===== config.mk =====
export PLATFORM = sky130hd
export DESIGN_NAME = uart_tx
export DESIGN_NICKNAME = d
export VERILOG_FILES = /design/src/rtl/uart_tx.sv
export SDC_FILE = /design/constraint.sdc
export NUM_CORES = 1
export LEC_CHECK = 0
export CAP_MARGIN = 10
export CORE_MARGIN = 4
export CORE_UTILIZATION = 56
export DETAILED_ROUTE_END_ITERATION = 10
export PLACE_DENSITY_LB_ADDON = 0.3
export SYNTH_ARGS = -nofsm -noshare
export SYNTH_HDL_FRONTEND = slang
export SYNTH_SLANG_ARGS = --single-unit

===== constraint.sdc =====
create_clock -name clk -period 3 [get_ports clk]
set_clock_uncertainty 0.05 [all_clocks]
set_input_delay 0.6 -clock clk [delete_from_list [all_inputs] [get_ports clk]]
set_output_delay 0.6 -clock clk [all_outputs]
set_load 0.1 [all_outputs]

===== src/rtl/uart_tx.sv =====
// ----------------------------------------------------------------------------
// uart_tx : UART transmitter
//
// Turns parallel words into a serial frame on tx:
//   start bit, DBIT data bits LSB first, an optional parity bit, then stop bits.
// Timing comes from the shared 16x-oversampling baud tick s_tick, so every bit
// lasts 16 ticks. The stop phase lasts SB_TICK ticks. A valid/ready handshake
// accepts one word per frame, and only while the transmitter is idle.
//
// Optional feature macro: UART_TX_PARITY_EN
//   defined   : a parity bit follows the data bits. PARITY_ODD selects odd parity.
//   undefined : no parity state and no parity logic.
//
// Parameters
//   DBIT        data bits per frame (5..9)
//   SB_TICK     s_ticks spent in the stop state (16, 24 or 32)
//   PARITY_ODD  0 = even parity, 1 = odd parity (used only with the macro)
//
// Ports
//   clk           in   system clock
//   reset_n       in   asynchronous, active-low reset
//   s_tick        in   1-clk baud tick, 16 per bit period
//   tx_valid      in   din holds a word to send
//   din           in   word to transmit (DBIT bits)
//   tx_ready      out  a word can be accepted (high only in IDLE)
//   tx            out  registered serial line, idles high
//   tx_busy       out  a frame is in progress
//   tx_done_tick  out  1-clk pulse on the final stop-bit tick
// ----------------------------------------------------------------------------
module uart_tx #(
  parameter int DBIT       = 8,
  parameter int SB_TICK    = 16,
  parameter int PARITY_ODD = 0
) (
  input  logic            clk,
  input  logic            reset_n,
  input  logic            s_tick,
  input  logic            tx_valid,
  input  logic [DBIT-1:0] din,
  output logic            tx_ready,
  output logic            tx,
  output logic            tx_busy,
  output logic            tx_done_tick
);

  // The tick counter must reach SB_TICK-1 in the stop state. Every other
  // state counts only to 15, so the counter is never narrower than 4 bits.
  localparam int NW = (DBIT > 1) ? $clog2(DBIT) : 1;
  localparam int SW = (SB_TICK > 16) ? $clog2(SB_TICK) : 4;

  // Reject configurations that the frame format cannot represent.
  if (DBIT < 5 || DBIT > 9 || SB_TICK < 16 || SB_TICK > 32 ||
      PARITY_ODD < 0 || PARITY_ODD > 1) begin : gBadParam
    $error("uart_tx: unsupported parameter combination");
  end

  typedef enum logic [2:0] {
    IDLE   = 3'd0,
    START  = 3'd1,
    DATA   = 3'd2,
`ifdef UART_TX_PARITY_EN
    PARITY = 3'd3,
`endif
    STOP   = 3'd4
  } state_t;

  state_t          state_q, state_d;
  logic [SW-1:0]   s_q, s_d;
  logic [NW-1:0]   n_q, n_d;
  logic [DBIT-1:0] b_q, b_d;
  logic            tx_q, tx_d;
`ifdef UART_TX_PARITY_EN
  logic            par_q, par_d;
`endif

  // State register. All registers reset asynchronously, so the line returns
  // to idle-high as soon as reset_n falls, even in the middle of a frame.
  always_ff @(posedge clk or negedge reset_n) begin
    if (!reset_n) begin
      state_q <= IDLE;
      s_q     <= '0;
      n_q     <= '0;
      b_q     <= '0;
      tx_q    <= 1'b1;
`ifdef UART_TX_PARITY_EN
      par_q   <= 1'b0;
`endif
    end else begin
      state_q <= state_d;
      s_q     <= s_d;
      n_q     <= n_d;
      b_q     <= b_d;
      tx_q    <= tx_d;
`ifdef UART_TX_PARITY_EN
      par_q   <= par_d;
`endif
    end
  end

  // Next-state logic. A tick that arrives in the accept cycle is not counted:
  // counting begins once the FSM is in START. The parity bit is computed from
  // din when the word is accepted, because b is shifted away while it is sent.
  always_comb begin
    state_d = state_q;
    s_d     = s_q;
    n_d     = n_q;
    b_d     = b_q;
`ifdef UART_TX_PARITY_EN
    par_d   = par_q;
`endif
    case (state_q)
      IDLE: begin
        if (tx_valid) begin
          s_d     = '0;
          b_d     = din;
`ifdef UART_TX_PARITY_EN
          par_d   = (^din) ^ (PARITY_ODD != 0);
`endif
          state_d = START;
        end
      end
      START: begin
        if (s_tick) begin
          if (s_q == SW'(15)) begin
            s_d     = '0;
            n_d     = '0;
            state_d = DATA;
          end else begin
            s_d = s_q + SW'(1);
          end
        end
      end
      DATA: begin
        if (s_tick) begin
          if (s_q == SW'(15)) begin
            s_d = '0;
            b_d = b_q >> 1;
            if (n_q == NW'(DBIT - 1)) begin
`ifdef UART_TX_PARITY_EN
              state_d = PARITY;
`else
              state_d = STOP;
`endif
            end else begin
              n_d = n_q + NW'(1);
            end
          end else begin
            s_d = s_q + SW'(1);
          end
        end
      end
`ifdef UART_TX_PARITY_EN
      PARITY: begin
        if (s_tick) begin
          if (s_q == SW'(15)) begin
            s_d     = '0;
            state_d = STOP;
          end else begin
            s_d = s_q + SW'(1);
          end
        end
      end
`endif
      STOP: begin
        if (s_tick) begin
          if (s_q == SW'(SB_TICK - 1)) begin
            s_d     = '0;
            state_d = IDLE;
          end else begin
            s_d = s_q + SW'(1);
          end
        end
      end
      default: state_d = IDLE;
    endcase
  end

  // Output logic. The next line level comes from the current state and is then
  // registered, so tx follows a state change one clock later and never glitches.
  always_comb begin
    tx_d = 1'b1;
    case (state_q)
      START:   tx_d = 1'b0;
      DATA:    tx_d = b_q[0];
`ifdef UART_TX_PARITY_EN
      PARITY:  tx_d = par_q;
`endif
      default: tx_d = 1'b1;
    endcase
    tx_ready     = (state_q == IDLE);
    tx_busy      = (state_q != IDLE);
    tx_done_tick = (state_q == STOP) && s_tick && (s_q == SW'(SB_TICK - 1));
  end

  assign tx = tx_q;

endmodule


Word level (Yosys, flattened, before mapping)
Cells that the tools add are included.
{ "classes": {"addsub": 2, "mul": 0, "div": 0, "order_cmp": 0, "n_eq_ne": 15, "shift": 0, "n_mux": 22, "n_bitwise": 0, "n_reduce_logical": 12} }
{ "ops": {"columns": ["op", "count"], "rows": [
  ["two-way mux 3 bit", 11],
  ["two-way mux 8 bit", 3],
  ["!= test 2 bit, second input constant", 9],
  ["one-hot mux 8 bit (2 select lines)", 1],
  ["two-way mux 4 bit", 3],
  ["one-hot mux 3 bit (4 select lines)", 1],
  ["one-hot mux 4 bit (2 select lines)", 1],
  ["AND reduction 8 bit", 1],
  ["== test 3 bit, second input constant", 2],
  ["one-hot mux 3 bit (2 select lines)", 1],
  ["AND reduction 6 bit", 1],
  ["nonzero test 2 bit", 3],
  ["adder 4 x 1 -> 4 bit, second input constant", 1],
  ["== test 4 bit, second input constant", 1],
  ["AND reduction 4 bit", 1],
  ["adder 3 x 1 -> 3 bit, second input constant", 1],
  ["== test 3 x 1 -> 1 bit, second input constant", 1],
  ["== test 3 x 2 -> 1 bit, second input constant", 1],
  ["zero test 3 bit", 1],
  ["AND reduction 3 bit", 1],
  ["nonzero test 3 bit", 1],
  ["OR reduction 3 bit", 1],
  ["logical AND 1 bit", 2],
  ["!= test 2 x 1 -> 1 bit, second input constant", 1],
  ["one-hot mux 1 bit (2 select lines)", 1]
]} }
{ "word_totals": {"ff_bits": 19, "latch_bits": 0, "ram_bits": 0, "romBits": 0, "input_bits": 12, "out_inout_bits": 4, "elab_cells": 56, "mem_count": 0} }

Longest topological paths before layout
Gate-level depths: netlist (run 1).
{ "depth": {"ltp_word": 5, "mapped_depth": 6, "mapped_depth_nobuf": 6} }

Worst setup path after synthesis (run 1)
No wires, ideal clock.
{ "synth_timing": {"path_kind": "reg2out", "startpoint": "register s_q[0]", "endpoint": "output port tx_done_tick", "arrival_time_ns": 3.968, "required_time_ns": 2.350, "path_slack_ns": -1.618, "path_stages_with_launch": 4, "n_path_buf": 0, "cell_sequence": "dfrtp_1 > ha_1 > nand4_4 > nor4b_1"} }
{ "synth_via": {"elab_chain_cells": 2} }
{ "synth_rtl": {"columns": ["item", "line", "rtl"], "rows": [
  ["start, declared", "68", "logic [SW-1:0] s_q, s_d;"],
  ["start signal, assigned", "81", "s_q <= '0;"],
  ["start signal, assigned", "90", "s_q <= s_d;"],
  ["== test 4 bit", "192", "tx_done_tick = (state_q == STOP) && s_tick && (s_q == SW'(SB_TICK - 1));"],
  ["logical AND 1 bit", "192", null],
  ["end, declared", "43", "output logic tx_done_tick"]
]} }
No other way between the ends.

Worst setup path in the final report (run 1)
{ "layout_timing": {"startpoint": "input port s_tick", "endpoint": "output port tx_done_tick"} }
{ "layout_via": {"elab_chain_cells": 2} }
{ "layout_rtl": {"columns": ["item", "line", "rtl"], "rows": [
  ["start, declared", "37", "input logic s_tick,"],
  ["logical AND 1 bit (2 in series)", "192", null]
]} }
No other way between the ends.

==> results.json, run 1 <==
{
  "grt_util_all_layers_pct": 18.2,
  "fin_util_pct": 72.1,
  "peakVddDrop_mv": 0.508,
  "antenna_left": 0,
  "hold_viol": 0,
  "hold_path.startpoint": "b_q[1]",
  "cts_num_sinks": 19,
  "syn_area_per_cell_um2": 10.6,
  "drive_gt1_share_pct": 18.5,
  "final_nets": 135,
  "synthCells": 103,
  "grt_pass1_vias": 848,
  "clk_path_buf_depth": 2,
  "drt-total-wl_um": 2000,
  "area_growth_pct": 17.6,
  "post-route-drc-count": 0,
  "synthArstFlopShare_pct": 100,
  "cp_slowest_stage_delay_ps": 560,
  "ff2ff_path_depth": 6,
  "synth_nets": 118,
  "arrival_ps": 1920,
  "htreeDepth": 1,
  "seq_area_frac_synth_pct": 43.6,
  "r2r-end": "b_q[2]",
  "cp.required_ps": 2350,
  "post-route-period-util_pct": 85.7,
  "holdPathStages": 2,
  "worstHoldPathType": "reg2reg",
  "cts_made_buffers": 3,
  "outcome": "finished, final reports clean",
  "post_cts_buffers": 0,
  "antenna_found_initial": 0,
  "power.density_nw_per_um2": 822,
  "first_pass_iters": 3,
  "p_leak_nw": 0.533,
  "rsz0062_at_grt": "false",
  "max_freq_mhz": 389,
  "clkTransAtPathRegs_ps": 100,
  "fp.dieH_um": 52.2,
  "cp.depth": 4,
  "yosysUniqueCellTypes": 36,
  "worstMarginPinSlew_ps": 837,
  "slew_violations": 0,
  "ioPinCount": 16,
  "instances_no_fill": 144,
  "vias_per_cell": 5.54,
  "root_buffer": "clkbuf_4",
  "diodes": 0,
  "rrSetupSlack_ps": 940,
  "slew_headroom_pct": 44.0,
  "dp.cells": 140,
  "avgRoutedWirePerCell_um": 13.9,
  "cp_max_fo": 7,
  "critical-path-top-delay-family": "buffers and inverters",
  "r2r_start": "s_q[0]",
  "dieArea_um2": 2720,
  "whs_ps": 477,
  "cts_hold_buf": 0,
  "synth_area_um2": 1090,
  "crit_chain": "clkdlybuf4s50_1 > nand4_4 > nor4b_4 > buf_12",
  "dr_total_vias": 798,
  "io_buffers": 15,
  "setup_tns_ps": 0,
  "grt_start_max_net_pins": 20,
  "cts_resized": 0,
  "synth_seq_cells": 19,
  "synth_ff_type": "dfrtp_1",
  "path_class": "in2out",
  "slowest_stage": "clkdlybuf4s50_1",
  "coreArea_um2": 1780,
  "finalSetupViolCount": 0,
  "fin_crit_ps": 2570,
  "fillerInstances": 140,
  "start_util_pct": 61.3,
  "critPathBufInv": 2,
  "cts_tree": "built",
  "hpwl_um": 1480,
  "hold_path_end": "b_q[1]",
  "cp-end-kind": "output pin",
  "first_iter_violations": 13,
  "grt_first_pass_wirelength_um": 3620,
  "row_count": 15,
  "synth_edf_count": 0,
  "cp-start-kind": "input pin",
  "gp_congestion": 0.721,
  "die_x_um": 52.2,
  "yosys_warnings": 0,
  "overflow": 0,
  "clkLatencyLatePin_ps": 300,
  "maxCapViolCount": 0
}
## placed cells by master, fill, tap and decap left out, types with 2 or more instances in the layout
| master | Yosys | layout |
|---|---|---|
| clkbuf_4 | 0 | 3 |
| buf_4 | 0 | 4 |
| nand2_1 | 2 | 2 |
| a22o_1 | 2 | 2 |
| nor2_1 | 14 | 14 |
| mux2_2 | 2 | 2 |
| nand3_1 | 3 | 3 |
| a21oi_1 | 7 | 7 |
| clkdlybuf4s50_1 | 0 | 11 |
| nand2b_1 | 2 | 2 |
| a21oi_2 | 2 | 2 |
| mux2i_1 | 10 | 10 |
| ha_1 | 3 | 3 |
| inv_1 | 6 | 6 |
| o21ai_0 | 6 | 6 |
| nor3_1 | 2 | 2 |
| dfrtp_1 | 18 | 18 |
| nor4bb_1 | 2 | 2 |
## metrics by stage
stage	setup WS (ps)	power [W]	cell area (um^2)
3_3_place_gp	473	0.000902	1260
4_1_cts	426	0.00107	1290
3_5_place_dp	427	0.000934	1260
6_report	429	0.00106	1290
5_1_grt	385	0.00115	1290
2_1_floorplan	171	0.000836	1110
## flip-flops by register name (all words and copies together), names as in the netlist
signal,cells
b_q,8
s_q,4
n_q,3
state_q,3
tx,1
## worst max-delay path by stage
| stage | from | end | slack, ps |
|---|---|---|---|
| floorplan | state_q[2] | tx_ready | 170 |
| global placement | s_tick | tx_done_tick | 470 |
| detailed placement | s_tick | tx_done_tick | 430 |
| CTS | s_tick | tx_done_tick | 430 |
| global route | s_tick | tx_done_tick | 380 |
| finish | s_tick | tx_done_tick | 430 |
## power by group
part,switching (W),internal (W)
Clock,0.0000783,0.0000518
Sequential,0.000104,0.000363
Combinational,0.000280,0.000180
## routing by layer
metal	wire (um)	vias to the layer above	global-route usage (%)	share of wire [%]
met5	0	-	0	0
met4	32	0	8.94	1.6
met3	85	7	4.56	4.3
met2	985	16	30.1	49
met1	897	372	21.9	45
li1	-	403	-	-
## cell usage after synthesis (all sizes together), types with 2 or more instances
cell type	n	area (um^2)
dfrtp	18	450
nor2	15	58.8
mux2i	10	100
a21oi	9	52.6
inv	6	22.5
o21ai	6	30.0
a22o	3	27.5
ha	3	37.5
nand2b	3	26.3
nand3	3	15.0
buf	2	22.5
clkbuf	2	17.5
mux2	2	22.5
nand2	2	7.51
nor3	2	10.0
nor4bb	2	20.0
## worst min-delay path, cell delays in order (launching register included)
cell and delay, ps:
dfrtp_1 360, nor2_1 50, a21oi_2 90
## cell type report
class	count	area, um^2	share of cell area [%]
multi-input combinational	74	569	44.3
sequential	19	477	37.1
inverter	6	22.5	1.75
clock buffer	4	26.3	2.04
timing repair buffer	16	160	12.5
tap	25	31.3	2.43
## kinds of logic (layout without fill, tap and decap cells)
family          Yosys count  in the layout  share of synthesized area [%]
compound gates           24             24                           16.7
xor+xnor                  1              1                          0.801
fa+ha+maj                 3              3                           3.43
buf+inv                  10             26                           5.72
flops                    19             19                           43.6
mux                      12             12                           11.2
simple gates             34             34                           18.5
Note: power is estimated with default switching activity, not from simulation.
==> run 2, diff against run 1 <==
--- a/config.mk
+++ b/config.mk
@@ -6,7 +6,6 @@
 export NUM_CORES = 1
 export LEC_CHECK = 0
 export CAP_MARGIN = 10
-export CORE_MARGIN = 4
 export CORE_UTILIZATION = 56
 export DETAILED_ROUTE_END_ITERATION = 10
 export PLACE_DENSITY_LB_ADDON = 0.3
==> run 2 against run 1 <==
Effect of this change:
- combinational power increased by 1%
- register-to-register slack hardly changed
- final area hardly changed
- highest routed layer unchanged
- global-route usage grew 4.5 points
==> results.json, run 2 (synthesized netlist as in run 1, its figures left out) <==
{
  "outcome": "finished, final reports clean",
  "htreeDepth": 1,
  "slew_headroom_pct": 42.9,
  "finalInstanceArea_um2": 1290,
  "grt_util_all_layers_pct": 22.7,
  "p_int_w": 0.000593,
  "antenna_found_initial": 0,
  "p_sw_w": 0.000474,
  "slowest_stage": "clkdlybuf4s50_1",
  "hold_path.startpoint": "b_q[0]",
  "cp_max_fo": 7,
  "holdPathStages": 2,
  "arrival_ps": 1920,
  "cts_num_sinks": 19,
  "fin_crit_ps": 2570,
  "path_class": "in2out",
  "largest_reg_flops": 8,
  "start_util_pct": 61.3,
  "most-common-layout-cells": "dfrtp_1 (18), nor2_1 (14), clkdlybuf4s50_1 (11), mux2i_1 (10), a21oi_1 (7)",
  "regMostFlops": "b_q",
  "setup_tns_ps": 0,
  "rrSetupSlack_ps": 950,
  "clk_path_buf_depth": 2,
  "drive_gt1_share_pct": 19.3,
  "cts_tree": "built",
  "crit_chain": "clkdlybuf4s50_1 > nand4_4 > nor4b_4 > buf_12",
  "avgRoutedWirePerCell_um": 14.1,
  "p_leak_nw": 0.536,
  "peakVddDrop_mv": 0.560,
  "gp_congestion": 0.781,
  "critical-path-top-delay-family": "buffers and inverters",
  "cts_resized": 0,
  "post-route-period-util_pct": 85.5,
  "power.total_w": 0.00107,
  "max_freq_mhz": 390,
  "drt-total-wl_um": 2030,
  "row_count": 15,
  "post-route-drc-count": 0,
  "post_cts_buffers": 0,
  "cts_made_buffers": 3,
  "maxCapViolCount": 0,
  "ff2ff_path_depth": 6,
  "first_iter_violations": 13,
  "cts_hold_buf": 0,
  "dr_total_vias": 817,
  "power.density_nw_per_um2": 829,
  "finalSetupViolCount": 0,
  "final_nets": 135,
  "r2r-end": "b_q[1]",
  "antenna_left": 0,
  "fin_util_pct": 72.2,
  "placed_cell_area_um2": 1260,
  "clkLatencyLatePin_ps": 310,
  "io_buffers": 15,
  "dieArea_um2": 2130,
  "area_growth_pct": 17.7,
  "ioPinCount": 16,
  "worstMarginPinSlew_ps": 854,
  "cp-start-kind": "input pin",
  "hpwl_um": 1490,
  "grt_first_pass_wirelength_um": 3220,
  "grt_pass1_vias": 729,
  "swShare_pct": 44.5,
  "hold_viol": 0,
  "r2r_start": "s_q[0]",
  "clockPowerShare_pct": 12.9,
  "mostFrequentLayoutCell": "dfrtp_1",
  "clkTransAtPathRegs_ps": 110,
  "root_buffer": "clkbuf_4",
  "p_seq_share_pct": 43.5,
  "diodes": 0,
  "worstHoldPathType": "reg2reg",
  "pwr-share-comb_pct": 43.6,
  "cp-end-kind": "output pin",
  "overflow": 0,
  "fp.dieH_um": 46.2,
  "critPathBufInv": 2,
  "cp.required_ps": 2350,
  "first_pass_iters": 4,
  "die_x_um": 46.2,
  "slew_violations": 0,
  "cp_slowest_stage_delay_ps": 550,
  "rsz0062_at_grt": "false",
  "coreArea_um2": 1780,
  "layout_top_registers": "b_q: 8 flops, s_q: 4 flops",
  "vias_per_cell": 5.67,
  "grt_start_max_net_pins": 20,
  "hold_path_end": "b_q[0]"
}
-- run 2: cell types whose count changed in the layout (fill, tap and decap cells not counted), sizes merged --
cell and delta:
clkbuf -1, clkinv +1
-- run 2: final cells by class --
class / count / area (um^2)
multi-input combinational: 74 / 569
tap: 25 / 31.3
fill: 135 / 495
timing repair buffer: 16 / 160
clock buffer: 3 / 22.5
clock inverter: 1 / 5.00
sequential: 19 / 477
inverter: 6 / 22.5
-- run 2: stage by stage --
| step | hold slack [ps] | cells | worst slack [ps] |
|---|---|---|---|
| after global placement | 449 | 140 | 472 |
| after floorplan | 254 | 103 | 171 |
| after detailed placement | 451 | 140 | 425 |
| final | 474 | 144 | 434 |
| after CTS | 477 | 144 | 424 |
| after global routing | 509 | 144 | 365 |
-- run 2: tightest hold or removal path: stages (launching register included) --
cell and delay, ps:
dfrtp_1 360, nor2_1 50, a21oi_2 80
-- run 2: worst max path at each step --
| stage | startpoint | slack [ps] | depth (start not counted) | end |
|---|---|---|---|---|
| finish | s_tick | 430 | 4 | tx_done_tick |
| global route | s_tick | 370 | 4 | tx_done_tick |
| CTS | s_tick | 420 | 4 | tx_done_tick |
| detailed placement | s_tick | 430 | 4 | tx_done_tick |
| global placement | s_tick | 470 | 4 | tx_done_tick |
| floorplan | state_q[2] | 170 | 3 | tx_ready |
-- run 2: per-layer routing --
| layer | wire length, um | up-vias | GRT usage [%] |
|---|---|---|---|
| met5 | 0 | - | 0 |
| met4 | 71 | 0 | 15.3 |
| met3 | 75 | 8 | 4.71 |
| met2 | 972 | 20 | 35.8 |
| met1 | 914 | 387 | 27.6 |
| li1 | - | 402 | - |
-- run 2: power by group through the flow --
| stage | combinational (W) | sequential [W] | clock (W) |
|---|---|---|---|
| 3_5_place_dp | 0.000469 | 0.000469 | 0 |
| 3_3_place_gp | 0.000441 | 0.000462 | 0 |
| 4_1_cts | 0.000469 | 0.000464 | 0.000137 |
| 6_report | 0.000465 | 0.000464 | 0.000138 |
| 2_1_floorplan | 0.000359 | 0.000477 | 0 |
| 5_1_grt | 0.000506 | 0.000482 | 0.000148 |
==> run 3, diff against run 2 <==
--- a/config.mk
+++ b/config.mk
@@ -6,7 +6,8 @@
 export NUM_CORES = 1
 export LEC_CHECK = 0
 export CAP_MARGIN = 10
-export CORE_UTILIZATION = 56
+export CORE_UTILIZATION = 45
+export CTS_CLUSTER_SIZE = 12
 export DETAILED_ROUTE_END_ITERATION = 10
 export PLACE_DENSITY_LB_ADDON = 0.3
 export SYNTH_ARGS = -nofsm -noshare
==> constraint.sdc (replaced) <==
create_clock -name clk -period 3 [get_ports clk]
set_clock_uncertainty 0.05 [all_clocks]
set_input_delay 0.3 -clock clk [delete_from_list [all_inputs] [get_ports clk]]
set_output_delay 0.3 -clock clk [all_outputs]
set_load 0.1 [all_outputs]
==> run 3 against run 2 <==
Effect of this change:
- clock power fell by 9%
- combinational power fell by 3%
- utilization shrank 16 points
- sequential share of layout area grew 0.77 points
- via count decreased by 3.7%
- critical path type is now reg2out
- highest routed layer unchanged
==> results.json, run 3 (synthesized netlist as in run 1, its figures left out) <==
{
  "start_util_pct": 48.5,
  "outcome": "finished, final reports clean",
  "clk_path_buf_depth": 2,
  "cp_slowest_stage_delay_ps": 420,
  "die_x_um": 51.3,
  "layout_top_registers": "b_q: 8 flops, s_q: 4 flops",
  "vias_per_cell": 5.39,
  "rsz0062_at_grt": "false",
  "ioPinCount": 16,
  "first_pass_iters": 4,
  "post-route-drc-count": 0,
  "cts_tree": "built",
  "max_freq_mhz": 463,
  "cts_made_buffers": 3,
  "fillerInstances": 208,
  "critical-path-top-delay-family": "simple AND/OR/NAND/NOR gates",
  "overflow": 0,
  "cts_num_sinks": 19,
  "cp-start-kind": "register",
  "seqCellArea_um2": 477,
  "grt_start_max_net_pins": 20,
  "clkLatencyLatePin_ps": 280,
  "area_growth_pct": 15.3,
  "cts_hold_buf": 0,
  "htreeDepth": 1,
  "antenna_left": 0,
  "fin_ws_ps": 838,
  "finalSetupViolCount": 0,
  "first_iter_violations": 15,
  "worstHoldPathType": "in2async",
  "cp-end-kind": "output pin",
  "slew_headroom_pct": 44.2,
  "diodes": 0,
  "cts_resized": 0,
  "multiInputGateArea_um2": 561,
  "instances_no_fill": 146,
  "avgRoutedWirePerCell_um": 12.6,
  "post_cts_buffers": 0,
  "io_buffers": 15,
  "rrSetupSlack_ps": 910,
  "grt_pass1_vias": 684,
  "grt_first_pass_wirelength_um": 2990,
  "worstMarginPinSlew_ps": 834,
  "drive_gt1_share_pct": 17.8,
  "largest_reg_flops": 8,
  "hpwl_um": 1300,
  "post-route-period-util_pct": 72.1,
  "root_buffer": "clkbuf_4",
  "arrival_ps": 1810,
  "gp_congestion": 0.780,
  "maxCapViolCount": 0,
  "hold_viol": 0,
  "mostFrequentLayoutCell": "dfrtp_1",
  "peakVddDrop_mv": 0.423,
  "cp_max_fo": 7,
  "row_count": 17,
  "drt-total-wl_um": 1840,
  "fp.dieH_um": 51.3,
  "dp.cells": 142,
  "dr_total_vias": 787,
  "fin_crit_ps": 2160,
  "crit_chain": "ha_1 > nand4_4 > nor4b_2 > buf_4",
  "clkTransAtPathRegs_ps": 100,
  "grt_util_all_layers_pct": 15.6,
  "critPathBufInv": 1,
  "dieArea_um2": 2630,
  "coreArea_um2": 2250,
  "regMostFlops": "b_q",
  "most-common-layout-cells": "dfrtp_1 (18), nor2_1 (14), clkdlybuf4s50_1 (11), mux2i_1 (10), a21oi_1 (7)",
  "slowest_stage": "dfrtp_1",
  "p_leak_nw": 0.525,
  "setup_tns_ps": 0,
  "antenna_found_initial": 0,
  "dp_slack_ps": 757,
  "power.density_nw_per_um2": 818,
  "slew_violations": 0,
  "cp.required_ps": 2650,
  "path_class": "reg2out",
  "final_nets": 134
}
[run 3: cell types whose count changed in the layout (fill, tap and decap cells not counted), sizes merged]
| cell | delta |
|---|---|
| buf | -1 |
| clkbuf | +1 |
| clkinv | -1 |
[run 3: report_power, final]
part           switching, W  internal [W]
Combinational      0.000273      0.000176
Clock             0.0000733     0.0000516
Sequential        0.0000957      0.000363
[run 3: cell type report]
class / count / share of cell area, %
Clock buffer: 4 / 2.08
Sequential cell: 19 / 37.8
Inverter: 6 / 1.79
Tap cell: 28 / 2.78
Multi-Input combinational cell: 74 / 44.4
Timing Repair Buffer: 15 / 11.1
[run 3: metrics by stage]
| stage | util [%] | power [W] | hold WS [ps] | instance area (um^2) |
|---|---|---|---|---|
| finish | 55.9 | 0.00103 | 431 | 1260 |
| detailed placement | 54.8 | 0.000918 | 459 | 1230 |
| global placement | 54.8 | 0.000895 | 450 | 1230 |
| global route | 55.9 | 0.00111 | 498 | 1260 |
| CTS | 55.9 | 0.00105 | 480 | 1260 |
| floorplan | - | 0.000833 | -45.6 | 1100 |
[run 3: path summary, 6_finish.rpt]
path	startpoint	to	depth (start not counted)
hold / removal	reset_n	s_q[1]	1
min in group clk	b_q[0]	b_q[0]	2
hold reg to reg	b_q[0]	b_q[0]	2
setup / recovery	s_q[0]	tx_done_tick	4
max in group asynchronous	reset_n	state_q[0]	1
setup reg to reg	s_q[0]	b_q[7]	4
[run 3: worst register-to-register path, stage by stage (launching register included)]
cell and delay [ps]:
dfrtp_1 420, ha_1 300, nand4_4 190, a2111oi_4 810, o21ai_0 180
[run 3: metal layers]
| layer | GRT usage, % | vias to the layer above | share of wire, % |
|---|---|---|---|
| met5 | 0 | - | 0 |
| met4 | 6.76 | 0 | 0.93 |
| met3 | 2.68 | 2 | 4.2 |
| met1 | 20.0 | 366 | 50 |
| li1 | - | 400 | - |
| met2 | 25.7 | 19 | 45 |
